$ cat src/rtl/count_pwm_gen_if.sv
// count_pwm_gen_if: valid/ready duty-write channel into the PWM generator's shadow register
interface count_pwm_gen_if #(parameter int WIDTH = 5);
   logic [WIDTH-1:0] duty_in;
   logic             duty_valid;
   logic             duty_ready;
   modport master (output duty_in, output duty_valid, input duty_ready);
   modport slave  (input duty_in, input duty_valid, output duty_ready);
endinterface

$ cat src/rtl/count_pwm_gen.sv
// count_pwm_gen: glitch-free PWM from a counter timebase, duty shadowed until the next period boundary
module count_pwm_gen #(
   parameter int WIDTH = 5
) (
   input  logic             clk,
   input  logic             rst,
   input  logic [WIDTH-1:0] count_in,
   input  logic             enable,
   count_pwm_gen_if.slave   duty,
   output logic [WIDTH-1:0] duty_active,
   output logic             pwm_out,
   output logic             period_start
);
   localparam logic [1:0] DISABLED = 2'd0;
   localparam logic [1:0] SYNC     = 2'd1;
   localparam logic [1:0] RUN      = 2'd2;
   logic [1:0]       state, state_nx;
   logic [WIDTH-1:0] prev_q, shadow, duty_eff;
   logic             shadow_full, bnd, apply, run_nx, pwm_nx;
   assign duty.duty_ready = ~shadow_full;
   // boundary detect, duty selection and next-state/next-output decode
   always_comb begin
      bnd      = count_in < prev_q;
      apply    = bnd && shadow_full;
      duty_eff = apply ? shadow : duty_active;
      run_nx   = enable && (state == RUN || (state == SYNC && bnd));
      state_nx = !enable ? DISABLED : (run_nx ? RUN : SYNC);
      pwm_nx   = run_nx && (count_in < duty_eff);
   end
   // timebase history, enable FSM and registered outputs
   always_ff @(posedge clk or negedge rst) begin
      if (!rst) begin
         prev_q       <= '0;
         state        <= DISABLED;
         pwm_out      <= 1'b0;
         period_start <= 1'b0;
      end else begin
         prev_q       <= count_in;
         state        <= state_nx;
         pwm_out      <= pwm_nx;
         period_start <= bnd;
      end
   end
   // shadow register: accept when empty, hand over to duty_active only at a boundary
   always_ff @(posedge clk or negedge rst) begin
      if (!rst) begin
         shadow      <= '0;
         shadow_full <= 1'b0;
         duty_active <= '0;
      end else if (apply) begin
         duty_active <= shadow;
         shadow_full <= 1'b0;
      end else if (duty.duty_valid && !shadow_full) begin
         shadow      <= duty.duty_in;
         shadow_full <= 1'b1;
      end
   end
endmodule

$ cat src/flat_wrapper.sv
// flat-port wrapper written by rule: the top's interface ports become plain ports
module count_pwm_gen_flat 
#(
   parameter int WIDTH = 5
)
  (clk, rst, count_in, enable, duty_active, pwm_out, period_start, duty_duty_in, duty_duty_valid, duty_duty_ready);
  count_pwm_gen_if #(.WIDTH(WIDTH)) duty_i ();
  input  logic clk;
  input  logic rst;
  input  logic [WIDTH-1:0] count_in;
  input  logic enable;
  output logic [WIDTH-1:0] duty_active;
  output logic pwm_out;
  output logic period_start;
  input wire logic [$bits(duty_i.duty_in)-1:0] duty_duty_in;
  input wire logic [$bits(duty_i.duty_valid)-1:0] duty_duty_valid;
  output wire logic [$bits(duty_i.duty_ready)-1:0] duty_duty_ready;
  assign duty_i.duty_in = duty_duty_in;
  assign duty_i.duty_valid = duty_duty_valid;
  assign duty_duty_ready = duty_i.duty_ready;
  count_pwm_gen #(.WIDTH(WIDTH)) u_core (.clk(clk), .rst(rst), .count_in(count_in), .enable(enable), .duty(duty_i), .duty_active(duty_active), .pwm_out(pwm_out), .period_start(period_start));
endmodule
$ cat config.mk
export PLATFORM = sky130hd
export DESIGN_NAME = count_pwm_gen_flat
export DESIGN_NICKNAME = d
export VERILOG_FILES = /design/src/rtl/count_pwm_gen_if.sv /design/src/rtl/count_pwm_gen.sv /design/src/flat_wrapper.sv
export SDC_FILE = /design/constraint.sdc
export NUM_CORES = 1
export LEC_CHECK = 0
export BUFFER_PORTS_ARGS = -buffer_cell sky130_fd_sc_hd__buf_2
export CORE_UTILIZATION = 52
export DETAILED_ROUTE_END_ITERATION = 8
export PLACE_DENSITY = 0.77
export SLEW_MARGIN = 40
export SYNTH_ARGS = -nofsm -noshare
export SYNTH_HDL_FRONTEND = slang
export SYNTH_SLANG_ARGS = --single-unit
export TNS_END_PERCENT = 30
$ cat constraint.sdc
create_clock -name clk -period 2.6 [get_ports clk]
set_input_delay 0.65 -clock clk [delete_from_list [all_inputs] [get_ports clk]]
set_output_delay 0.65 -clock clk [all_outputs]
set_load 0.05 [all_outputs]
; ---- Word-level counts from Yosys, hierarchy flattened
; Cells that the tools add are included.
[classes]
reduce_logical = 9
bitwise_logic = 2
muxes = 5
order_cmp = 2
n_eq_ne = 2
[ops]
columns = operator, n
row1 = 5-bit less-than comparator, 2
row2 = 1-bit logical AND, 5
row3 = 5-bit 2-to-1 mux, 1
row4 = 2-bit 2-to-1 mux, 2
row5 = "2-bit by 1-bit equality test with 1-bit output, second input constant", 1
row6 = "2-bit equality test, second input constant", 1
row7 = 1-bit 2-to-1 mux, 2
row8 = 1-bit NOT, 2
row9 = 2-bit AND reduction, 1
row10 = 2-bit nonzero test, 1
row11 = 1-bit logical NOT, 1
row12 = 1-bit logical OR, 1
[word_totals]
in_bits = 14
elab_cells = 27
ff_bits = 20

; ---- Depth between registers and ports, before layout
; Gate-level depths: netlist (run 1).
[depth]
ltp_word = 6
depth_mapped = 12
ltp_nobuf = 11

; ---- Worst setup path after synthesis (run 1)
; Ideal clock, no wire load.
[synth_timing]
path_kind = in2reg
startpoint = input port count_in[2]
endpoint = register u_core.pwm_out
path_buffers = 1
slack_ns = -0.055
arrival_time_ns = 2.561
path_stages = 11
setup_time_ns = 0.094
required_time_ns = 2.506
cell_sequence = ha_1 a21o_2 a31oi_4 o211a_1 buf_6 mux2i_1 ha_1 nand2_1 nor2_1 o311a_2 a211oi_1
[synth_between]
elab_chain_cells = 5
elab_cells_between_ends = 8
[synth_rtl]
columns = element, line
row1 = "start, declared", flat_wrapper.sv:10  ; input logic [WIDTH-1:0] count_in;
row2 = 5-bit less-than comparator, count_pwm_gen.sv:23  ; bnd = count_in < prev_q;
row3 = 1-bit logical AND (on tied branches), "count_pwm_gen.sv:24, count_pwm_gen.sv:26"
row4 = 5-bit 2-to-1 mux or 1-bit logical OR (tied branches), "count_pwm_gen.sv:25, count_pwm_gen.sv:26"
row5 = 5-bit less-than comparator or 1-bit logical AND (tied branches), "count_pwm_gen.sv:28, count_pwm_gen.sv:26"
row6 = 1-bit logical AND (*), count_pwm_gen.sv:28  ; pwm_nx = run_nx && (count_in < duty_eff);
row7 = net u_core.pwm_nx, count_pwm_gen.sv:19  ; logic shadow_full, bnd, apply, run_nx, pwm_nx;
row8 = "end signal, assigned", count_pwm_gen.sv:40  ; pwm_out <= pwm_nx;
row9 = "end, declared", count_pwm_gen.sv:11  ; output logic pwm_out,
; Mark *: on every way through the listed nets, which the timed path passes. The rest lies on a longest branch.
; A chain may end at the register's enable or synchronous reset.

; ---- Worst setup path after layout (run 1)
[layout_timing]
startpoint = input port count_in[4]
endpoint = register u_core.pwm_out
; The elaborated chain is that of the path after synthesis.

==> results of run 1 <==
==> synthesized netlist by cell type, drive strengths merged <==
| library cell | number |
|---|---|
| nand2 | 4 |
| buf | 1 |
| o311a | 1 |
| dfrtp | 20 |
| nand2b | 3 |
| ha | 8 |
| nor3 | 1 |
| nor2 | 6 |
| a211oi | 2 |
| o211a | 1 |
| mux2 | 10 |
| a31oi | 1 |
| nor3b | 1 |
| a21o | 3 |
| inv | 5 |
| nor2b | 3 |
| mux2i | 4 |
| o211ai | 1 |
| and2 | 1 |
| o21ai | 1 |
| a21oi | 3 |
==> metal layers <==
metal	share of wire (%)	vias to the layer above	GRT usage [%]
li1	-	345	-
met1	43	339	25.8
met2	51	20	36.6
met3	3.1	7	2.38
met4	3.0	0	12.4
met5	0	-	0
==> worst max-delay path: stages <==
cell and delay, ns:
buf_2 0.11, ha_1 0.32, a21oi_1 0.27, o211a_4 0.26, mux2i_1 0.21, ha_1 0.27, a21oi_1 0.18, o211ai_1 0.13
a211oi_1 0.25
==> worst max path at each step <==
stage	start	endpoint	slack, ns	depth (start not counted)
detailed placement	count_in[2]	u_core.pwm_out	-0.18	10
global placement	count_in[2]	u_core.pwm_out	-0.07	11
finish	count_in[4]	u_core.pwm_out	0.18	9
CTS	count_in[2]	u_core.pwm_out	0.1	10
floorplan	count_in[2]	u_core.pwm_out	0.07	11
global route	count_in[4]	u_core.pwm_out	0.03	9
==> state kept, by name, indices dropped and copies added (netlist names) <==
name                 cells
u_core.prev_q            5
u_core.duty_active       5
u_core.shadow            5
u_core.pwm_out           1
u_core.state             2
u_core.shadow_full       1
u_core.period_start      1
==> logic make-up after synthesis <==
group | synth area share, %
flops | 49.7
simple gates | 9.56
mux | 17.0
compound gates | 10.8
fa+ha+maj | 9.94
buf+inv | 2.98
==> per-stage QoR <==
stage	hold WS, ns	setup TNS (ns)
after floorplan	0.354	0
after global placement	0.517	-0.0662
after detailed placement	0.529	-0.179
after CTS	0.285	0
after global routing	0.308	0
final	0.274	0
==> final cells by class <==
cell class,count,area share (%)
Inverter,5,1.52
Sequential cell,20,40.5
Timing Repair Buffer,29,13.4
Clock buffer,3,1.82
Multi-Input combinational cell,54,40.2
Tap cell,25,2.53
==> where the power goes <==
| group | leakage [nW] | internal (mW) | switching (mW) | total (mW) |
|---|---|---|---|---|
| sequential | 0.237 | 0.403 | 0.0705 | 0.473 |
| combinational | 0.361 | 0.243 | 0.351 | 0.594 |
| clock | 0.0138 | 0.0541 | 0.0891 | 0.143 |
==> timing repair <==
| item | 4_1_cts | 5_1_grt |
|---|---|---|
| endpoints found under the hold margin | 0 | 0 |
| endpoints found under the setup margin | 0 | 1 |
| resized for setup | 0 | 2 |
==> reports/metrics.sh, run 1 <==
WIRELENGTH_UM=1790
GRT_PASS1_WL_UM=3070
DIE_W_UM=46.0
SYNTH-SEQ-AREA-SHARE_PCT=49.7
CTS_BUFFER_COUNT=3
LAYOUT-AREA-OVERHEAD-VS-SYNTH_PCT=22.6
CRIT_FANOUT=6
YS_WARN_COUNT=0
LEAK_PWR_nW=0.612
CORE-AREA_MM2=0.00176
FLOORPLAN.DIE.HEIGHT_UM=46.0
CLK_PIN_SLEW_WORST_PATHS_NS=0.10
TIMING.SLEW.HEADROOM_PCT=69.1
TOP_CELL_TYPE_S_SHARE_OF_SYNTHESIZED_AREA_PCT=49.7
DRT_PASS1_ITERATIONS=4
REGTOREGSETUPSLACK_NS=0.24
POST_SYNTH_INSTANCE_AREA_MM2=0.00101
PLACE.GP.CONGESTION=0.714
RESULT_OF_THE_RUN='complete, no violations'
ANTENNA_VIOLATIONS_BEFORE_REPAIR=0
CRITPATHLAUNCHTYPE='primary input'
DIE_AREA_MM2=0.00212
INITIAL_UTILIZATION_PCT=57.1
ROW_COUNT=15
DPL-INSTANCE-AREA_MM2=0.00120
POSTCTSSETUPBUFFERS=0
IO_PINS=22
CLOCK_TREE.BUFFER_DEPTH=2
SYN_AREA_PER_CELL_UM2=12.6
DETAIL_ROUTE.ITER0.VIOLATIONS=11
CRITPATHREQUIREDTIME_NS=2.81
SYNTH_CELL_TYPES=24
MAX_CLOCK_FREQ_MHz=413
FINAL_NETS=135
DP_HPWL_UM=1460
FINALHOLDVIOLCOUNT=0
ROUTED_VIA_COUNT=711
FINAL_PERIOD_MINUS_WORST_SETUP_SLACK_NS=2.42
AREA.SEQUENTIAL_UM2=500
FINALSETUPVIOLATIONS=0
GRT_OVERFLOW_TOTAL=0
GRT_SETUP_UNREPAIRED='no'
MAX-CAP-VIOLATIONS=0
WORST_SETUP_SLACK_BEFORE_CLOCK_TREE_SYNTHESIS_NS=-0.179
TOTALPOWERFINAL_mW=1.21
YOSYS_REGISTER_BITS=20
POSTSYNTHCELLCOUNT=80
TIMING.RR.END='u_core.pwm_out'
YOSYS.AREA.TOP_TYPE='dfrtp_1'
SYNTH_FP_NETS=102
ARR_TIME_CRIT_PATH_NS=2.63
CLOCK_SINKS=20
FINAL-INSTANCE-COUNT-EXCL-FILL=136
DETAIL_ROUTE.VIAS_PER_CELL=5.23
WORST_R2R_STARTPOINT='u_core.prev_q[2]'
MAXSLEWVIOLCOUNT=0
END_KIND='register'
LAYOUT-DRIVE-GT1-SHARE_PCT=43.2
PORT_BUFFERS=21
GLOBALROUTETOTALUTIL_PCT=21.4
MULTI_INPUT_COMB_AREA_UM2=497
POWER_DENSITY_mW_PER_MM2=981
CTSHOLDBUFFERS=0
ANTENNA_VIOLATING_NETS_POST_ROUTE=0
WORST_CLOCK_SKEW_NS=0.00172
WORSTHOLDPATHTYPE='in -> async'
PEAK_SUPPLY_DROP_V=0.000580
GRT_MAX_DEGREE=21
DETAIL_ROUTE.DRC_VIOLATIONS=0
LAYOUT_COMMON_CELLS='21 x buf_2, 20 x dfrtp_1, 8 x buf_4'
WORST-SETUP-PATH-TYPE='in -> reg'
UTILIZATION_AFTER_LAYOUT_PCT=70.0
CLOCK-ROOT-BUFFER='clkbuf_4'
ROUTEDWLPERCELL_UM=13.2
SYNTH_AREA_LEADERS='dfrtp_1 50%, ha_1 9.9%, mux2_4 7.5%, mux2_2 5.6%, mux2i_1 4.0%'
N_DIODES=0
CTS_HTREE_LEVELS=1
WORST_R2R_PATH_DEPTH=10
DPL.CELL_COUNT=133
LAYOUT.CELLS.MOST_COMMON='buf_2'
CTS_TREE='yes'
TIMING.FINAL.CRIT_SHARE_PCT=93.1
CLOCK_INSERTION_DELAY_WORST_SKEW_NS=0.30
VIAS_IN_THE_FIRST_GLOBAL_ROUTE=722
FIN_AREA_MM2=0.00123
POST-ROUTE-WORST-SETUP-SLACK_NS=0.179
WORST-SLEW-PIN-TRANSITION_NS=0.463
N_FILL_CELL=153
No activity file was read; power rests on OpenSTA's default activity.
==> inputs of run 2 (changes only) <==
--- a/config.mk
+++ b/config.mk
@@ -6,6 +6,7 @@
 export NUM_CORES = 1
 export LEC_CHECK = 0
 export BUFFER_PORTS_ARGS = -buffer_cell sky130_fd_sc_hd__buf_2
+export CORE_ASPECT_RATIO = 1.25
 export CORE_UTILIZATION = 52
 export DETAILED_ROUTE_END_ITERATION = 8
 export PLACE_DENSITY = 0.77
==> run 2 against run 1 <==
Maximum frequency fell by 0.40%. Clock-buffer cell count is 1 higher. Cell area decreased by 0.10%. Final cell count is 3.7% lower. Sequential power hardly changed.
==> reports/metrics.sh, run 2 (same netlist as run 1, synthesis figures left out) <==
FINAL_NETS=135  # unchanged
POWER_DENSITY_mW_PER_MM2=998  # was 981 mW/mm2
ROUTEDWLPERCELL_UM=12.9  # was 13.2 um
WORST-PATH-BUF-INV=1  # unchanged
LAYOUT_COMMON_CELLS='21 x buf_2, 20 x dfrtp_1, 8 x buf_4'  # unchanged
FIN_HOLD_WS_NS=0.269  # was 0.274 ns
ROUTED_VIA_COUNT=701  # was 711
N_DIODES=0  # unchanged
LAYOUT.CELLS.MOST_COMMON='buf_2'  # unchanged
MAX_CLOCK_FREQ_MHz=411  # was 413 MHz
LAYOUT-DRIVE-GT1-SHARE_PCT=43.8  # was 43.2%
CLOCK_INSERTION_DELAY_WORST_SKEW_NS=0.30  # about the same
WIRELENGTH_UM=1700  # was 1790 um
FINAL_PERIOD_MINUS_WORST_SETUP_SLACK_NS=2.43  # was 2.42 ns
WORST_SETUP_SLACK_BEFORE_CLOCK_TREE_SYNTHESIS_NS=-0.168  # was -0.179 ns
WORST_R2R_PATH_DEPTH=10  # unchanged
FLOORPLAN.DIE.HEIGHT_UM=51.2  # was 46.0 um
REGTOREGSETUPSLACK_NS=0.22  # was 0.24 ns
DRT_PASS1_ITERATIONS=5  # was 4
WORST_R2R_STARTPOINT='u_core.prev_q[2]'  # unchanged
LAYOUT-AREA-OVERHEAD-VS-SYNTH_PCT=22.5  # was 22.6%
WORSTHOLDPATHTYPE='in -> async'  # unchanged
PLACE.GP.CONGESTION=0.766  # was 0.714
CTS_BUFFER_COUNT=3  # unchanged
ARR_TIME_CRIT_PATH_NS=2.64  # was 2.63 ns
DPL-INSTANCE-AREA_MM2=0.00120  # about the same
CTS_TREE='yes'  # unchanged
WORST_CLOCK_SKEW_NS=0.00115  # was 0.00172 ns
ANTENNA_VIOLATIONS_BEFORE_REPAIR=0  # unchanged
CLOCK_TREE.BUFFER_DEPTH=2  # unchanged
CLOCK_SINKS=20  # unchanged
CRIT_FANOUT=6  # unchanged
GLOBALROUTETOTALUTIL_PCT=21.0  # was 21.4%
LEAK_PWR_nW=0.618  # was 0.612 nW
SETUP.WORST_PATH.START='count_in[2]'  # was count_in[4]
TIMING.FINAL.CRIT_SHARE_PCT=93.5  # was 93.1%
ANTENNA_VIOLATING_NETS_POST_ROUTE=0  # unchanged
PATH_DELAY_FAMILY='compound AO/OA/AOI/OAI gates'  # unchanged
INITIAL_UTILIZATION_PCT=56.4  # was 57.1%
ROW_COUNT=17  # was 15
MAXSLEWVIOLCOUNT=0  # unchanged
TIMING.SLEW.HEADROOM_PCT=71.4  # was 69.1%
DETAIL_ROUTE.DRC_VIOLATIONS=0  # unchanged
POST-ROUTE-WORST-SETUP-SLACK_NS=0.169  # was 0.179 ns
GRT_SETUP_UNREPAIRED='no'  # unchanged
FIN_AREA_MM2=0.00123  # about the same
CLOCK-ROOT-BUFFER='clkbuf_4'  # unchanged
CRITICAL-PATH-MAX-STAGE-DELAY_NS=0.30  # was 0.32 ns
WORST-SETUP-PATH-TYPE='in -> reg'  # unchanged
WORST-SLEW-PIN-TRANSITION_NS=0.429  # was 0.463 ns
PORT_BUFFERS=21  # unchanged
CRITPATHREQUIREDTIME_NS=2.81  # about the same
FINALSETUPVIOLATIONS=0  # unchanged
PEAK_SUPPLY_DROP_V=0.000574  # was 0.000580 V
CLK_PIN_SLEW_WORST_PATHS_NS=0.11  # was 0.10 ns
GRT_PASS1_WL_UM=3040  # was 3070 um
DETAIL_ROUTE.VIAS_PER_CELL=5.35  # was 5.23
CRITPATHLAUNCHTYPE='primary input'  # unchanged
LAYOUT_TOP_REGISTERS='u_core.duty_active x5, u_core.prev_q x5, u_core.shadow x5'  # unchanged
GRT_OVERFLOW_TOTAL=0  # unchanged
END_KIND='register'  # unchanged
CTSHOLDBUFFERS=0  # unchanged
CORE-AREA_MM2=0.00179  # was 0.00176 mm2
DIE_AREA_MM2=0.00212  # about the same
DIE_W_UM=41.4  # was 46.0 um
PATH_CELLS='buf_2, ha_4, a21o_2, a31oi_4, o211a_2, mux2i_1, ha_1, a21oi_1, o211ai_1, a211oi_1'  # was buf_2, ha_1, a21oi_1, o211a_4, mux2i_1, ha_1, a21oi_1, o211ai_1, a211oi_1
MAX-CAP-VIOLATIONS=0  # unchanged
FINALHOLDVIOLCOUNT=0  # unchanged
VIAS_IN_THE_FIRST_GLOBAL_ROUTE=776  # was 722
DP_HPWL_UM=1350  # was 1460 um
DETAIL_ROUTE.ITER0.VIOLATIONS=10  # was 11
CELL_WITH_THE_LARGEST_STAGE_DELAY_ON_THE_WORST_PATH='o211a_2'  # was ha_1
IO_PINS=22  # unchanged
TOTALNEGATIVESETUPSLACK_NS=0  # unchanged
RESULT_OF_THE_RUN='complete, no violations'  # unchanged
GRT_MAX_DEGREE=21  # unchanged
TOTALPOWERFINAL_mW=1.23  # was 1.21 mW
CTS_HTREE_LEVELS=1  # unchanged
TIMING.RR.END='u_core.pwm_out'  # unchanged
## run 2: metrics by stage
| stage | util, % | cells |
|---|---|---|
| 3_3_place_gp | 67.0 | 127 |
| 4_1_cts | 69.0 | 131 |
| 5_1_grt | 69.0 | 131 |
| 6_report | 69.0 | 131 |
| 3_5_place_dp | 67.0 | 127 |
| 2_1_floorplan | - | 80 |
## run 2: per-layer routing
metal  track usage [%]  vias to the layer above  wire length (um)
met2              34.4                       18               866
li1                  -                      343                 -
met1              24.6                      338               749
met4              10.2                        0                21
met5                 0                        -                 0
met3              4.78                        2                58
## run 2: cell type report
cell class,count,area (um2)
flip-flops and latches,20,500
inverters,5,18.8
multi-input cells,54,489
repair buffers,29,165
clock buffers,4,36.3
well taps,19,23.8
fillers,143,553
## run 2: timing repair
item                       4_1_cts  5_1_grt
gates resized for setup          0        1
setup buffers                    0        0
setup endpoints to repair        0        1
## run 2: worst max-delay path by stage
| stage | end | slack [ns] | cells after the start |
|---|---|---|---|
| floorplan | u_core.pwm_out | 0.07 | 11 |
| finish | u_core.pwm_out | 0.17 | 10 |
| global route | u_core.pwm_out | 0.02 | 11 |
| CTS | u_core.pwm_out | 0.15 | 10 |
| detailed placement | u_core.pwm_out | -0.17 | 10 |
| global placement | u_core.pwm_out | -0.1 | 9 |
## run 2: power by group
group / switching (mW) / internal, mW
Clock: 0.0939 / 0.0854
Sequential: 0.0692 / 0.403
Combinational: 0.342 / 0.239
Total: 0.505 / 0.727
